===== src/rtl/avmm_axi_bridge_pkg.sv =====
// avmm_axi_bridge_pkg: shared state type and AXI constants for the AVMM-to-AXI4-Lite bridge
package avmm_axi_bridge_pkg;

    typedef enum logic [2:0] {
        IDLE,
        WR_REQ,
        WR_RESP,
        RD_REQ,
        RD_RESP,
        DRAIN
    } state_t;

    localparam logic [1:0] RESP_OKAY    = 2'b00;
    localparam logic [1:0] RESP_SLVERR  = 2'b10;
    localparam logic [1:0] RESP_DECERR  = 2'b11;
    localparam logic [2:0] PROT_DEFAULT = 3'b000;

endpackage


===== src/rtl/avmm2axi4lite_bridge.sv =====
// avmm2axi4lite_bridge: Avalon-MM slave to AXI4-Lite master, one single-beat transaction in flight
module avmm2axi4lite_bridge
    import avmm_axi_bridge_pkg::*;
#(
    parameter int ADDR_WIDTH     = 32,
    parameter int DATA_WIDTH     = 32,
    parameter int TIMEOUT_CYCLES = 0
) (
    input  logic                      i_clk,
    input  logic                      i_rstn,
    input  logic [ADDR_WIDTH-1:0]     avs_address,
    input  logic                      avs_read,
    input  logic                      avs_write,
    input  logic [DATA_WIDTH-1:0]     avs_writedata,
    input  logic [DATA_WIDTH/8-1:0]   avs_byteenable,
    input  logic                      avs_burstcount,
    output logic                      avs_waitrequest,
    output logic [DATA_WIDTH-1:0]     avs_readdata,
    output logic                      avs_readdatavalid,
    output logic                      avs_writeresponsevalid,
    output logic [1:0]                avs_response,
    output logic [ADDR_WIDTH-1:0]     axi_awaddr,
    output logic [2:0]                axi_awprot,
    output logic                      axi_awvalid,
    input  logic                      axi_awready,
    output logic [DATA_WIDTH-1:0]     axi_wdata,
    output logic [DATA_WIDTH/8-1:0]   axi_wstrb,
    output logic                      axi_wvalid,
    input  logic                      axi_wready,
    input  logic [1:0]                axi_bresp,
    input  logic                      axi_bvalid,
    output logic                      axi_bready,
    output logic [ADDR_WIDTH-1:0]     axi_araddr,
    output logic [2:0]                axi_arprot,
    output logic                      axi_arvalid,
    input  logic                      axi_arready,
    input  logic [DATA_WIDTH-1:0]     axi_rdata,
    input  logic [1:0]                axi_rresp,
    input  logic                      axi_rvalid,
    output logic                      axi_rready
);

    localparam int TW = (TIMEOUT_CYCLES > 1) ? $clog2(TIMEOUT_CYCLES) : 1;

    state_t                  state, state_nxt;
    logic [ADDR_WIDTH-1:0]   addr, addr_nxt;
    logic [DATA_WIDTH-1:0]   wdata, wdata_nxt, rdata_nxt;
    logic [DATA_WIDTH/8-1:0] strb, strb_nxt;
    logic                    is_wr, is_wr_nxt;
    logic                    aw_v, aw_v_nxt, w_v, w_v_nxt, ar_v, ar_v_nxt;
    logic                    rdv_nxt, wrv_nxt, expired;
    logic [1:0]              resp_nxt;
    logic [TW-1:0]           tcnt, tcnt_nxt;
    logic                    unused_burstcount;

    assign unused_burstcount = avs_burstcount;

    // expiry lands on the last waiting cycle so the error strobe is registered at that edge
    assign expired = (TIMEOUT_CYCLES > 0) && (tcnt == TW'(TIMEOUT_CYCLES - 1));

    assign avs_waitrequest = (state != IDLE);
    assign axi_awaddr      = addr;
    assign axi_araddr      = addr;
    assign axi_awprot      = PROT_DEFAULT;
    assign axi_arprot      = PROT_DEFAULT;
    assign axi_awvalid     = aw_v;
    assign axi_wvalid      = w_v;
    assign axi_arvalid     = ar_v;
    assign axi_wdata       = wdata;
    assign axi_wstrb       = strb;
    assign axi_bready      = (state == WR_RESP) || (state == DRAIN && is_wr);
    assign axi_rready      = (state == RD_RESP) || (state == DRAIN && !is_wr);

    always_comb begin
        state_nxt = state;
        addr_nxt  = addr;
        wdata_nxt = wdata;
        strb_nxt  = strb;
        is_wr_nxt = is_wr;
        aw_v_nxt  = aw_v;
        w_v_nxt   = w_v;
        ar_v_nxt  = ar_v;
        tcnt_nxt  = tcnt;
        rdata_nxt = avs_readdata;
        resp_nxt  = avs_response;
        rdv_nxt   = 1'b0;
        wrv_nxt   = 1'b0;
        case (state)
            IDLE: if (avs_write || avs_read) begin
                addr_nxt  = avs_address;
                wdata_nxt = avs_writedata;
                strb_nxt  = avs_byteenable;
                is_wr_nxt = avs_write;
                aw_v_nxt  = avs_write;
                w_v_nxt   = avs_write;
                ar_v_nxt  = !avs_write;
                state_nxt = avs_write ? WR_REQ : RD_REQ;
            end
            WR_REQ: begin
                aw_v_nxt = aw_v && !axi_awready;
                w_v_nxt  = w_v && !axi_wready;
                if (!aw_v_nxt && !w_v_nxt) begin
                    state_nxt = WR_RESP;
                    tcnt_nxt  = '0;
                end
            end
            RD_REQ: if (axi_arready) begin
                ar_v_nxt  = 1'b0;
                state_nxt = RD_RESP;
                tcnt_nxt  = '0;
            end
            WR_RESP: begin
                tcnt_nxt = tcnt + TW'(1);
                if (axi_bvalid || expired) begin
                    wrv_nxt   = 1'b1;
                    resp_nxt  = axi_bvalid ? axi_bresp : RESP_DECERR;
                    state_nxt = axi_bvalid ? IDLE : DRAIN;
                end
            end
            RD_RESP: begin
                tcnt_nxt = tcnt + TW'(1);
                if (axi_rvalid || expired) begin
                    rdv_nxt   = 1'b1;
                    rdata_nxt = axi_rvalid ? axi_rdata : '0;
                    resp_nxt  = axi_rvalid ? axi_rresp : RESP_DECERR;
                    state_nxt = axi_rvalid ? IDLE : DRAIN;
                end
            end
            DRAIN: if (is_wr ? axi_bvalid : axi_rvalid) state_nxt = IDLE;
            default: state_nxt = IDLE;
        endcase
    end

    always_ff @(posedge i_clk or negedge i_rstn) begin
        if (!i_rstn) begin
            state                  <= IDLE;
            addr                   <= '0;
            wdata                  <= '0;
            strb                   <= '0;
            is_wr                  <= 1'b0;
            aw_v                   <= 1'b0;
            w_v                    <= 1'b0;
            ar_v                   <= 1'b0;
            tcnt                   <= '0;
            avs_readdata           <= '0;
            avs_response           <= RESP_OKAY;
            avs_readdatavalid      <= 1'b0;
            avs_writeresponsevalid <= 1'b0;
        end else begin
            state                  <= state_nxt;
            addr                   <= addr_nxt;
            wdata                  <= wdata_nxt;
            strb                   <= strb_nxt;
            is_wr                  <= is_wr_nxt;
            aw_v                   <= aw_v_nxt;
            w_v                    <= w_v_nxt;
            ar_v                   <= ar_v_nxt;
            tcnt                   <= tcnt_nxt;
            avs_readdata           <= rdata_nxt;
            avs_response           <= resp_nxt;
            avs_readdatavalid      <= rdv_nxt;
            avs_writeresponsevalid <= wrv_nxt;
        end
    end

    always @(posedge i_clk)
        if (i_rstn && state == IDLE)
            assert (!(avs_read && avs_write))
            else $warning("avmm2axi4lite_bridge: avs_read and avs_write both high, read dropped");

endmodule


===== config.mk =====
export PLATFORM = sky130hd
export DESIGN_NAME = avmm2axi4lite_bridge
export DESIGN_NICKNAME = d
export VERILOG_FILES = /design/src/rtl/avmm_axi_bridge_pkg.sv /design/src/rtl/avmm2axi4lite_bridge.sv
export SDC_FILE = /design/constraint.sdc
export NUM_CORES = 1
export LEC_CHECK = 0
export ABC_AREA = 1
export CAP_MARGIN = 40
export CORE_MARGIN = 2
export CORE_UTILIZATION = 28
export CTS_CLUSTER_DIAMETER = 50
export DETAILED_ROUTE_END_ITERATION = 8
export DONT_BUFFER_PORTS = 1
export GPL_TIMING_DRIVEN = 0
export PLACE_DENSITY = 0.44
export RECOVER_POWER = 50
export SLEW_MARGIN = 0
export SYNTH_ARGS = -nofsm -noshare
export SYNTH_HDL_FRONTEND = slang
export SYNTH_SLANG_ARGS = --single-unit

===== constraint.sdc =====
create_clock -name i_clk -period 3.6 [get_ports i_clk]
set_clock_uncertainty 0.2 [all_clocks]
set_input_delay 0.72 -clock i_clk [delete_from_list [all_inputs] [get_ports i_clk]]
set_output_delay 0.72 -clock i_clk [all_outputs]
set_load 0.02 [all_outputs]

==> results.md <==
- By count the netlist is led by nand2_1 (322), dfrtp_1 (111), buf_4 (43).
- The post-synthesis sequential element count is 111.
- Once layout is complete, the utilization of the core stands at 32.3%.
- The worst endpoint data arrival time is 1710 ps.
- The master of the slowest instance on the critical path is o21ai_0.
- The count of placed standard cells in the final layout, fillers left out is 797.
- The final worst-path cycle share is 73.0%.
- The worst-margin pin slew is 812 ps.
- TritonCTS built the clock tree.
- In this run, post-CTS repair resized a total of 0 instances.
- The startpoint type of the worst setup path is a flip-flop.
- The average cell area after synthesis is 8.65 µm².
- The first detailed-routing pass ran for 4 iterations.
- Global routing consumed, over all layers together, 13.1% of the routing resources.
- The final weighted congestion in routability-driven placement is 0.753.
- The die area is 18200 µm².
- Counting flops with a built-in enable in the synthesized netlist gives 0.
- The number of buffers and inverters on the critical path is 1.
- The instance count of the mapped netlist is 555.
- The total placed instance area is 5090 µm².
- The via-per-instance ratio is 4.27.
- The number of hold-slack violations in the final timing report is 0.
- The clock tree root buffer cell is clkbuf_16.
- The flow ran to the end, and the final reports show no timing, DRC or antenna violations.
- dfrtp_1 takes more of the synthesized area than any other cell.
- Derived from the worst setup path, the maximum achievable clock frequency is 381 MHz.
- After synthesis, the share of flip-flops with an asynchronous set or reset is 100%.
- The total power divided by cell area is 1130 nW/µm².
- The worst min-delay path class is input port to async pin.
- The final critical-path required period is 2630 ps.
- The leakage power summed over all cells is 2.94 nW.
- The die is 135 µm wide.
- The critical path in this run is classified as flip-flop to output pin.
- In this run the deepest clock path goes through 2 buffers.
- In the routed design, unresolved DRC markers number 0.
- After synthesis, the netlist uses 21 different library cells.
- The TritonCTS sink count is 111.
- The finished cells cover 5380 µm².
- The number of vias in the routed layout is 3407.
- The final-stage net count is 686.
- In the post-synthesis netlist, the biggest area contributors are dfrtp_1 (58%), nand2_1 (25%), buf_4 (6.7%).
- The element type at the critical path end is an output pin.
- The mapped netlist covers 4800 µm².
- Compared with the post-synthesis result, the final layout area differs by 12.2%.
- The total of max-cap violations is 0.
- The worst relative slew slack is 45.3%.
- The number of global-route vias before repair is 3388.
- Port buffering added 0 buffers.
- After clock tree synthesis, the clock-pin slew on the worst setup and hold paths is 80 ps.
- The initial core utilization is 28.8%.
- The largest net degree at the start of global routing is 112.
- Among all cell types in the netlist, the one instantiated most often is nand2_1.
- In the final layout, the share of cells above drive strength 1 is 15.1%.
- Hold is met by 104 ps.
- CTS built an H-tree with a depth of 3.
- The number of clock buffers added by TritonCTS is 9.
- The I/O pin total is 262.
- The post-placement cell count is 780.
- Across the VDD grid, the largest voltage drop is 0.386 mV.
- The first global-routing pass estimated 18500 µm of wire.
- Row generation in the floorplan step produced 47 rows.
- In this run the biggest area consumer among cell types represents 57.9% of the synthesized area.
- During synthesis, Yosys emitted a total of 0 warnings.
- The critical path goes through inv_1 > nand3_1 > o21ai_0.
- The detail route stage leaves a number of antenna-violating nets equal to 0.
- The critical path data required time is 2680 ps.
- After detailed routing, the average wire length per cell comes to 15.2 µm.
- After legalization and detailed placement, the total HPWL measured 8900 µm.
- Adding up every negative setup slack in the final design gives 0 ps.
- The initial antenna violation count was 0.
- Setup repair after global routing left no endpoint under its margin.
- Of all nets on the critical path, the largest fanout is 5.
- The number of DRC markers after the initial detailed-route iteration is 180.
- Summed over all layers, the global routing overflow is 0.
- The core region is 16600 µm².
- The final number of max-transition violations is 0.
- The proportion of synthesized chip area in sequential cells is 57.9%.
- The stage delay of the slowest cell on the critical path is 660 ps.
- The main flop type after synthesis is dfrtp_1.
- The aggregate routed wire length is 12100 µm.
- Setup violations remaining at the end of the flow were counted as 0.
- 0 antenna diodes ended up in the layout.
- The clock latency on the worst-skew pair is 350 ps.
- Grouping stages by cell kind, the critical path spends the most delay in compound AO/OA/AOI/OAI gates.
- The die span in y is 135 µm.
cell usage in the layout (no fill, tap or decap), types with 3 or more instances in the layout:
master,count
nand2_1,324
inv_6,4
clkbuf_1,4
buf_2,5
inv_1,15
clkbuf_16,9
o21ai_0,7
dfrtp_1,111
buf_4,43
nor2_1,11
buf_6,7
nand2_2,10
conb_1,6
nand3_1,7
a21oi_1,3
cell families (layout without fill, tap and decap cells):
family	after synthesis	after routing	share of synthesized area (%)
AO/OA/AOI/OAI	13	13	1.56
buffers and inverters	76	93	11.2
flip-flops	111	111	57.9
other	1	6	0.0782
AND/OR/NAND/NOR	354	354	29.3
layer usage:
| layer | routed length (µm) | vias to the layer above | track usage [%] |
|---|---|---|---|
| met4 | 164 | 0 | 4.74 |
| met5 | 0 | - | 0 |
| li1 | - | 1656 | - |
| met1 | 4910 | 1573 | 16.2 |
| met2 | 5710 | 168 | 21.0 |
| met3 | 1290 | 10 | 4.80 |
layout make-up:
type / instances / area, µm²
Timing Repair Buffer: 1 / 27.5
Multi-Input combinational cell: 373 / 1480
Tap cell: 220 / 275
Fill cell: 1741 / 11300
Clock inverter: 6 / 72.6
Buffer: 59 / 442
Clock buffer: 10 / 239
Sequential cell: 111 / 2780
Inverter: 17 / 67.6
power by group:
| part | internal (mW) | total [mW] | leakage [nW] | switching (mW) |
|---|---|---|---|---|
| Combinational | 0.735 | 1.95 | 1.41 | 1.21 |
| Clock | 0.570 | 1.06 | 0.151 | 0.492 |
| Sequential | 1.84 | 3.06 | 1.38 | 1.22 |
| Total | 3.15 | 6.07 | 2.94 | 2.92 |
registers in the layout, indices dropped and copies added, names as in the netlist:
name	flops
avs_readdata	32
avs_readdatavalid	1
is_wr	1
axi_arvalid	1
avs_writeresponsevalid	1
avs_response	2
axi_araddr	32
axi_awvalid	1
axi_wvalid	1
axi_wstrb	4
axi_wdata	32
state	3
worst paths after layout:
check	slack, ps	from	cells after the start	end
worst max-delay path	970	state[1]	3	axi_bready
worst min-delay path	100	i_rstn	1	avs_readdata[11]
worst max register to register	1180	state[1]	8	avs_readdata[10]
worst min register to register	410	is_wr	2	is_wr
max in group asynchronous	2650	i_rstn	1	axi_wdata[18]
min in group i_clk	280	axi_rdata[18]	2	avs_readdata[18]
per-stage QoR:
stage               total power, mW  setup WS (ps)
floorplan                      4.57           1560
global placement               5.04           1390
detailed placement             5.08           1340
CTS                            6.21            955
global route                   6.53            860
finish                         6.07            973
worst reg2reg max path, delay by kind of cell (launching register included):
kind          cells  cell delay (ps)
simple gates      5              850
buf+inv           3              880
flops             1              450
repair_timing:
item,4_1_cts,5_1_grt
setup buffers,0,0
hold buffers,1,0
endpoints found under the hold margin,111,0
(Power assumes the default switching activity.)
